[config.mk]
export PLATFORM = sky130hd
export DESIGN_NAME = pipeline_exec_ctrl
export DESIGN_NICKNAME = d
export VERILOG_FILES = /design/src/rtl/exec_ctrl_pkg.sv /design/src/rtl/exec_cycle_counter.sv /design/src/rtl/pipeline_exec_ctrl.sv
export SDC_FILE = /design/constraint.sdc
export NUM_CORES = 1
export LEC_CHECK = 0
export BUFFER_PORTS_ARGS = -buffer_cell sky130_fd_sc_hd__buf_2
export CAP_MARGIN = 20
export CORE_ASPECT_RATIO = 1.25
export CORE_MARGIN = 2
export CORE_UTILIZATION = 55
export CTS_CLUSTER_DIAMETER = 40
export CTS_CLUSTER_SIZE = 16
export DETAILED_ROUTE_END_ITERATION = 6
export PLACE_DENSITY = 0.8
export SYNTH_ARGS = -nofsm -noshare
export SYNTH_HDL_FRONTEND = slang
export SYNTH_SLANG_ARGS = --single-unit
export TNS_END_PERCENT = 100
[constraint.sdc]
create_clock -name i_clk -period 2.68 [get_ports i_clk]
set_input_delay 0.402 -clock i_clk [delete_from_list [all_inputs] [get_ports i_clk]]
set_output_delay 0.402 -clock i_clk [all_outputs]
set_load 0.02 [all_outputs]
[src/rtl/exec_ctrl_pkg.sv]
// Shared types and encodings for the pipeline execution controller.
package exec_ctrl_pkg;

  typedef enum logic [2:0] {
    ST_IDLE   = 3'd0,
    ST_RUN    = 3'd1,
    ST_STEP   = 3'd2,
    ST_DRAIN  = 3'd3,
    ST_HALTED = 3'd4
  } exec_state_e;

  localparam logic [1:0] CMD_CLR_CNT = 2'b00;
  localparam logic [1:0] CMD_RUN     = 2'b01;
  localparam logic [1:0] CMD_STEP    = 2'b10;
  localparam logic [1:0] CMD_PAUSE   = 2'b11;

  localparam logic [5:0] HALT_OPCODE_DEFAULT = 6'b111111;

  function automatic logic is_cmd(input logic fire, input logic [1:0] cmd,
                                  input logic [1:0] code);
    return fire && (cmd == code);
  endfunction

endpackage

[src/rtl/exec_cycle_counter.sv]
// Saturating cycle counter with synchronous clear (clear beats increment).
module exec_cycle_counter #(
  parameter int WIDTH = 32
) (
  input  logic             clk_i,
  input  logic             rst_i,
  input  logic             clr_i,
  input  logic             inc_i,
  output logic [WIDTH-1:0] cnt_o
);

  logic [WIDTH-1:0] cnt_q;
  logic [WIDTH-1:0] cnt_d;

  always_comb begin
    cnt_d = cnt_q;
    if (clr_i) begin
      cnt_d = '0;
    end else if (inc_i && (cnt_q != {WIDTH{1'b1}})) begin
      cnt_d = cnt_q + WIDTH'(1);
    end
  end

  always_ff @(posedge clk_i or posedge rst_i) begin
    if (rst_i) begin
      cnt_q <= '0;
    end else begin
      cnt_q <= cnt_d;
    end
  end

  assign cnt_o = cnt_q;

endmodule

[src/rtl/pipeline_exec_ctrl.sv]
// Run/step/pause/drain sequencer for the 5-stage pipeline enables and IF/ID flush.
// Optional PC breakpoint support is built when EXEC_CTRL_BREAKPOINT_EN is defined.
module pipeline_exec_ctrl
  import exec_ctrl_pkg::*;
#(
  parameter int              PIPE_DEPTH  = 5,
  parameter int              OP_SIZE     = 6,
  parameter logic [OP_SIZE-1:0] HALT_OPCODE = OP_SIZE'(HALT_OPCODE_DEFAULT),
  parameter int              CNT_WIDTH   = 32,
  parameter int              PC_WIDTH    = 32
) (
  input  logic                 i_clk,
  input  logic                 i_reset,
  input  logic                 i_cmd_valid,
  input  logic [1:0]           i_cmd,
  output logic                 o_cmd_ready,
  input  logic [OP_SIZE-1:0]   i_if_opcode,
  input  logic                 i_stall,
`ifdef EXEC_CTRL_BREAKPOINT_EN
  input  logic                 i_bp_valid,
  input  logic [PC_WIDTH-1:0]  i_bp_pc,
  input  logic [PC_WIDTH-1:0]  i_pc,
  output logic                 o_bp_hit,
`endif
  output logic                 o_pc_en,
  output logic                 o_pipe_en,
  output logic                 o_flush_if,
  output logic                 o_running,
  output logic                 o_halted,
  output logic                 o_done,
  output logic [CNT_WIDTH-1:0] o_cycle_cnt
);

  localparam int DRAIN_W = (PIPE_DEPTH > 2) ? $clog2(PIPE_DEPTH - 1) : 1;
  localparam logic [DRAIN_W-1:0] DRAIN_LOAD = DRAIN_W'(PIPE_DEPTH - 2);

  exec_state_e        state_q;
  logic [DRAIN_W-1:0] drain_q;
  logic               running_q;
  logic               halted_q;
  logic               done_q;

  logic cmd_fire;
  logic halt_match;
  logic bp_stop;
  logic clr_cnt;

  assign o_cmd_ready = (state_q != ST_DRAIN);
  assign cmd_fire    = i_cmd_valid && o_cmd_ready;
  assign clr_cnt     = is_cmd(cmd_fire, i_cmd, CMD_CLR_CNT);
  assign halt_match  = ((state_q == ST_RUN) || (state_q == ST_STEP)) &&
                       (i_if_opcode == HALT_OPCODE);

`ifdef EXEC_CTRL_BREAKPOINT_EN
  logic first_run_q;
  logic bp_hit_q;

  // First RUN cycle after IDLE is masked so resuming at the breakpoint PC proceeds.
  assign bp_stop  = (state_q == ST_RUN) && !first_run_q && !halt_match &&
                    i_bp_valid && (i_pc == i_bp_pc);
  assign o_bp_hit = bp_hit_q;
`else
  assign bp_stop = 1'b0;
`endif

  always_comb begin
    o_pc_en    = 1'b0;
    o_pipe_en  = 1'b0;
    o_flush_if = 1'b0;
    unique case (state_q)
      ST_RUN: begin
        o_pipe_en = !bp_stop;
        o_pc_en   = !i_stall && !halt_match && !bp_stop;
      end
      ST_STEP: begin
        o_pipe_en = 1'b1;
        o_pc_en   = !i_stall && !halt_match;
      end
      ST_DRAIN: begin
        o_pipe_en  = 1'b1;
        o_flush_if = 1'b1;
      end
      default: ;
    endcase
  end

  always_ff @(posedge i_clk or posedge i_reset) begin
    if (i_reset) begin
      state_q     <= ST_IDLE;
      drain_q     <= '0;
      running_q   <= 1'b0;
      halted_q    <= 1'b0;
      done_q      <= 1'b0;
`ifdef EXEC_CTRL_BREAKPOINT_EN
      first_run_q <= 1'b0;
      bp_hit_q    <= 1'b0;
`endif
    end else begin
      done_q      <= 1'b0;
`ifdef EXEC_CTRL_BREAKPOINT_EN
      first_run_q <= 1'b0;
      bp_hit_q    <= 1'b0;
`endif
      unique case (state_q)
        ST_IDLE: begin
          if (is_cmd(cmd_fire, i_cmd, CMD_RUN)) begin
            state_q     <= ST_RUN;
            running_q   <= 1'b1;
`ifdef EXEC_CTRL_BREAKPOINT_EN
            first_run_q <= 1'b1;
`endif
          end else if (is_cmd(cmd_fire, i_cmd, CMD_STEP)) begin
            state_q <= ST_STEP;
          end
        end
        ST_RUN: begin
          if (halt_match) begin
            state_q   <= ST_DRAIN;
            drain_q   <= DRAIN_LOAD;
            running_q <= 1'b0;
          end else if (bp_stop) begin
            state_q   <= ST_IDLE;
            running_q <= 1'b0;
`ifdef EXEC_CTRL_BREAKPOINT_EN
            bp_hit_q  <= 1'b1;
`endif
          end else if (is_cmd(cmd_fire, i_cmd, CMD_PAUSE)) begin
            state_q   <= ST_IDLE;
            running_q <= 1'b0;
          end
        end
        ST_STEP: begin
          if (halt_match) begin
            state_q <= ST_DRAIN;
            drain_q <= DRAIN_LOAD;
          end else begin
            state_q <= ST_IDLE;
          end
        end
        ST_DRAIN: begin
          if (drain_q == '0) begin
            state_q  <= ST_HALTED;
            halted_q <= 1'b1;
            done_q   <= 1'b1;
          end else begin
            drain_q <= drain_q - DRAIN_W'(1);
          end
        end
        ST_HALTED: ;
        default: begin
          state_q   <= ST_IDLE;
          running_q <= 1'b0;
          halted_q  <= 1'b0;
        end
      endcase
    end
  end

  assign o_running = running_q;
  assign o_halted  = halted_q;
  assign o_done    = done_q;

  exec_cycle_counter #(
    .WIDTH (CNT_WIDTH)
  ) u_cycle_cnt (
    .clk_i (i_clk),
    .rst_i (i_reset),
    .clr_i (clr_cnt),
    .inc_i (o_pipe_en),
    .cnt_o (o_cycle_cnt)
  );

endmodule

* Word-level counts from Yosys, hierarchy flattened
Index checks and enable logic that the tools add are counted.
Word-level totals: bits in registers 40, bits of input ports 12, output and inout port bits 39, logic and storage cells 74
Cells by class: add/sub/neg operators 2, equality and inequality tests 16, multiplexer cells 23, bitwise logic cells 3, reduce and logical (&&, ||, !) cells 24
Operator list (count):
- two-way mux 32 bit | 2
- adder 32 x 1 -> 32 bit, second input constant | 1
- inequality test 32 bit, second input constant | 1
- two-way mux 3 bit | 5
- case mux 3 bit (5 select lines) | 1
- two-way mux 1 bit | 9
- logical AND 1 bit | 8
- == test 3 x 2 -> 1 bit, second input constant | 2
- == test 6 bit, second input constant | 1
- two-way mux 2 bit | 3
- inequality test 2 bit, second input constant | 3
- inequality test 3 x 2 -> 1 bit, second input constant | 2
- AND reduction 3 bit | 2
- OR reduction 3 bit | 2
- == test 2 bit, second input constant | 2
- logical NOT 2 bit | 2
- case mux 2 bit (2 select lines) | 1
- AND reduction 4 bit | 1
- nonzero test 2 bit | 2
- OR reduction 4 bit | 1
- == test 3 x 1 -> 1 bit, second input constant | 1
- == test 3 bit, second input constant | 1
- logical NOT 3 bit | 1
- inequality test 3 bit, second input constant | 1
- 10 further kinds | 13

* Longest topological paths before layout
depth after elaboration 6, mapped depth 8

* Cells and area by module
A second synthesis with hierarchy kept.
Second synthesis, totals: cell total of the unflattened synthesis 245, area total of the unflattened synthesis 2279.7 um^2
By module, submodules not included:
- exec_cycle_counter | times used 1, cells an instance 186, area each 1740.4 um^2, sequential area each 800.8 um^2
- pipeline_exec_ctrl | times used 1, cells an instance 59, area each 539.3 um^2, sequential area each 200.2 um^2

* Worst setup path after synthesis
No wires, ideal clock.
kind reg2reg, start point reg u_cycle_cnt.cnt_q[15], in the netlist u_cycle_cnt.cnt_o[15], end point reg u_cycle_cnt.cnt_q[26], in the netlist u_cycle_cnt.cnt_o[26], arrival time 2.299 ns, required time 2.603 ns, path slack 0.304 ns, cell stages (with the launch flop) 7, period minus slack after synthesis 2.376 ns, cells stage by stage dfrtp_1 -> nand4_1 -> or4_4 -> or4_1 -> buf_2 -> or4_1 -> a21oi_1
On the way: longest elaborated chain between the ends 3, elaborated cells between the ends (all ways) 6, classes of those cells add/sub: 1; eq/ne: 1; mux: 2; reduce/logical: 2
RTL lines:
- start: declaration | line exec_cycle_counter.sv:12 | logic [WIDTH-1:0] cnt_q;
- start signal: assignment | line exec_cycle_counter.sv:28 | cnt_q <= cnt_d;
- adder 32 x 1 -> 32 bit or inequality test 32 bit (tied branches) | line exec_cycle_counter.sv:20, exec_cycle_counter.sv:19
- two-way mux 32 bit or logical AND 1 bit (tied branches) | line exec_cycle_counter.sv:19 | end else if (inc_i && (cnt_q != {WIDTH{1'b1}})) begin
- two-way mux 32 bit or nonzero test 2 bit (tied branches)
Parallel ways exist; a longest one is shown, timed or not. The select of a mux whose other input is x is not followed. A chain may end at the register's enable or synchronous reset.

* Final worst setup path
Same ends and word-level chain as after synthesis.

==> impl_metrics.toml <==
[cts]
htreeDepth = 2
cts_resized = 0
cts_inserted_buffers = 5
clk_pin_slew_ns = 0.07
cts_tree = "yes"
clk_path_buf_depth = 2
cts_setup_buffers = 0
cts_root_buf = "clkbuf_8"
cts_hold_buf = 0
clkSinkCount = 40
insertion_delay_ns = 0.29

[logic_synthesis]
yosysTopAreaCell = "dfrtp_1"
yosys-top-cells-area = "dfrtp_1 41%, a21oi_1 6.0%, or3_1 4.7%, o21ai_0 3.9%, nand4_1 3.9%"
synth_ff_type = "dfrtp_1"
avgSynthCellArea_sq_um = 8.929
synth_cell_type_count = 47
synth_seq_cells = 40
yosysWarnings = 0
async_reset_ff_share_pct = 100.0
synth_edf_count = 0
syn_area_sq_um = 2420
netlist_instances = 271
syn_nets = 285
seq_area_frac_synth_pct = 41.37
synth.top_cell.area_share_pct = 41.37

[detailed_routing]
vias_per_cell = 6.244
drt_iter0_drc = 111
drc_errors = 0
ant_nets = 0
via_count = 2354
wl_per_cell_microns = 15.26
routed_wirelength_microns = 5754
firstDrtPassIters = 5

[global_routing]
antenna_found_initial = 0
grt-ovfl-total = 0
grt_pass1_vias = 2145
grt_max_degree = 41
grt_pass1_wl_microns = 9625
grtUsageTotal_pct = 24.35

[worst_setup_path]
cp_slowest_cell = "or4_4"
crit_chain = "nand4_1 > or4_4 > or4_1 > or4_1 > a21oi_1"
critPathRequiredTime_ns = 2.90
slowest_delay_ns = 0.59
path_max_fanout = 8
crit_path_end_kind = "flip-flop"
path_common_cell = "or4_1"
timing.rr.start = "u_cycle_cnt.cnt_o[15]$_DFFE_PP0P_"
rrSetupSlack_ns = 0.30
critPathKind = "flip-flop to flip-flop"
ff2ff_path_depth = 5
worstPathArrival_ns = 2.60
start_kind = "flip-flop"
rr_endpoint = "u_cycle_cnt.cnt_o[26]$_DFFE_PP0P_"

[finish]
nFillCells = 408
area_delta_synth_final_pct = 15.51
fin_cells = 377
diodes = 0
final_nets = 335
drive_gt1_share_pct = 23.82

[timing]
worst_pin_slew_ns = 0.5940
setup_viol = 0
max_slew_margin_pct = 60.04
fin_crit_sh_pct = 88.88
rsz0062_at_grt = "no"
fin_tns_setup_ns = 0
finClkSkew_ns = 0.006327
finalHoldViolCount = 0
fin_crit_ns = 2.382
max_freq_mhz = 419.8
drv_slew = 0

[power]
irDropWorstVdd_mv = 0.5204
pwr_density_cell_nw_per_um2 = 588.3
cellLeakagePower_nw = 1.229
power_mw = 1.644

[floorplan]
die_area_sq_um = 4949
num_rows = 27
core_area_sq_um = 4324
die_w_microns = 63.33
dieHeight_microns = 78.16
ios = 51
initial_core_util_pct = 55.96

[status]
status = "completed"

[placement]
dp_hpwl_microns = 4280
numPlacedInstances = 372
portBuffers = 50
gp_congestion = 0.8595

[min_path]
min_path_type = "input pin to async pin"

[flow_run]
maxCapViolCount = 0
-- final cells by class --
type | instances | area [sq um] | share of cell area, %
Multi-Input combinational cell | 207 | 1296 | 46.37
Sequential cell | 40 | 1001 | 35.81
Timing Repair Buffer | 58 | 322.8 | 11.55
Clock buffer | 5 | 68.82 | 2.462
Inverter | 9 | 33.78 | 1.209
Tap cell | 58 | 72.57 | 2.596
-- metal layers --
| metal | vias to the layer above | routed length (microns) | track usage, % |
|---|---|---|---|
| met5 | - | 0 | 0 |
| met4 | 0 | 136 | 10.22 |
| met1 | 1111 | 2440 | 30.61 |
| met3 | 14 | 341 | 4.441 |
| met2 | 98 | 2835 | 41.05 |
| li1 | 1131 | - | - |
-- layout by cell type, fill, tap and decap left out, drive strengths merged, types with 7 or more instances in the layout --
master,n
xnor2,7
or3,18
nand2,17
o21ai,19
dfrtp,40
a21oi,29
nand3,12
inv,9
or4,15
o31ai,10
buf,58
nand4,16
nor2,13
-- cells by family (layout without fill, tap and decap cells) --
logic type	Yosys count	after routing	share of synthesized area (%)
AOI/OAI and AO/OA	76	76	18.93
DFF	40	40	41.37
xor gates and xnor gates	8	8	2.896
adders and majority gates	2	2	1.034
buffers and inverters	24	72	5.326
and+or+nand+nor	120	120	29.99
muxes	1	1	0.4653
-- sequential cells by signal, summed over array words and instances (netlist names) --
name,flops
drain_q,2
u_cycle_cnt.cnt_o,32
o_running,1
o_halted,1
state_q,3
o_done,1
-- critical path, delay by kind of cell (launching register included) --
family | cells | cell delay (ns)
and+or+nand+nor | 4 | 1.73
DFF | 1 | 0.44
AOI/OAI and AO/OA | 1 | 0.15
-- Yosys cell counts (2+ instances only) --
cell type and n:
nand3_1 12, o211ai_1 3, nor3_1 5, o41ai_1 2, or4_2 3, clkbuf_1 6
clkbuf_8 3, nor2_1 13, o21ai_0 19, and3_2 2, nor4_1 4, nand2_1 17
ha_1 2, nand3b_1 2, nand2b_1 3, a21oi_1 29, buf_2 4, a211oi_1 5
xnor2_1 7, nand4_1 15, and4_1 4, inv_1 9, or3_1 18, o31ai_1 10
and2_1 3, dfrtp_1 40, or4_1 11
-- how the worst max path moves through the flow --
stage,from,endpoint,slack (ns)
2_1_floorplan,u_cycle_cnt.cnt_o[15]$_DFFE_PP0P_,u_cycle_cnt.cnt_o[26]$_DFFE_PP0P_,0.30
3_3_place_gp,u_cycle_cnt.cnt_o[15]$_DFFE_PP0P_,u_cycle_cnt.cnt_o[26]$_DFFE_PP0P_,0.37
3_5_place_dp,u_cycle_cnt.cnt_o[16]$_DFFE_PP0P_,u_cycle_cnt.cnt_o[28]$_DFFE_PP0P_,0.31
4_1_cts,u_cycle_cnt.cnt_o[15]$_DFFE_PP0P_,u_cycle_cnt.cnt_o[28]$_DFFE_PP0P_,0.30
5_1_grt,u_cycle_cnt.cnt_o[24]$_DFFE_PP0P_,u_cycle_cnt.cnt_o[31]$_DFFE_PP0P_,0.06
6_report,u_cycle_cnt.cnt_o[15]$_DFFE_PP0P_,u_cycle_cnt.cnt_o[26]$_DFFE_PP0P_,0.30
-- stage by stage --
stage | area, sq um | utilization (%) | setup slack (ns) | hold WS [ns]
4_1_cts | 2795 | 64.64 | 0.2968 | 0.2459
6_report | 2795 | 64.64 | 0.2980 | 0.2293
5_1_grt | 2795 | 64.64 | 0.05836 | 0.2709
3_5_place_dp | 2726 | 63.05 | 0.3101 | 0.5084
2_1_floorplan | 2420 | - | 0.3039 | 0.4902
3_3_place_gp | 2726 | 63.05 | 0.3669 | 0.4889
-- power by group --
group / switching [mW] / internal [mW] / total, mW / leakage (nW)
Sequential: 0.0939 / 0.671 / 0.765 / 0.540
Clock: 0.183 / 0.168 / 0.350 / 0.0359
Combinational: 0.332 / 0.197 / 0.529 / 0.653
Note: power is estimated with default switching activity, not from simulation.
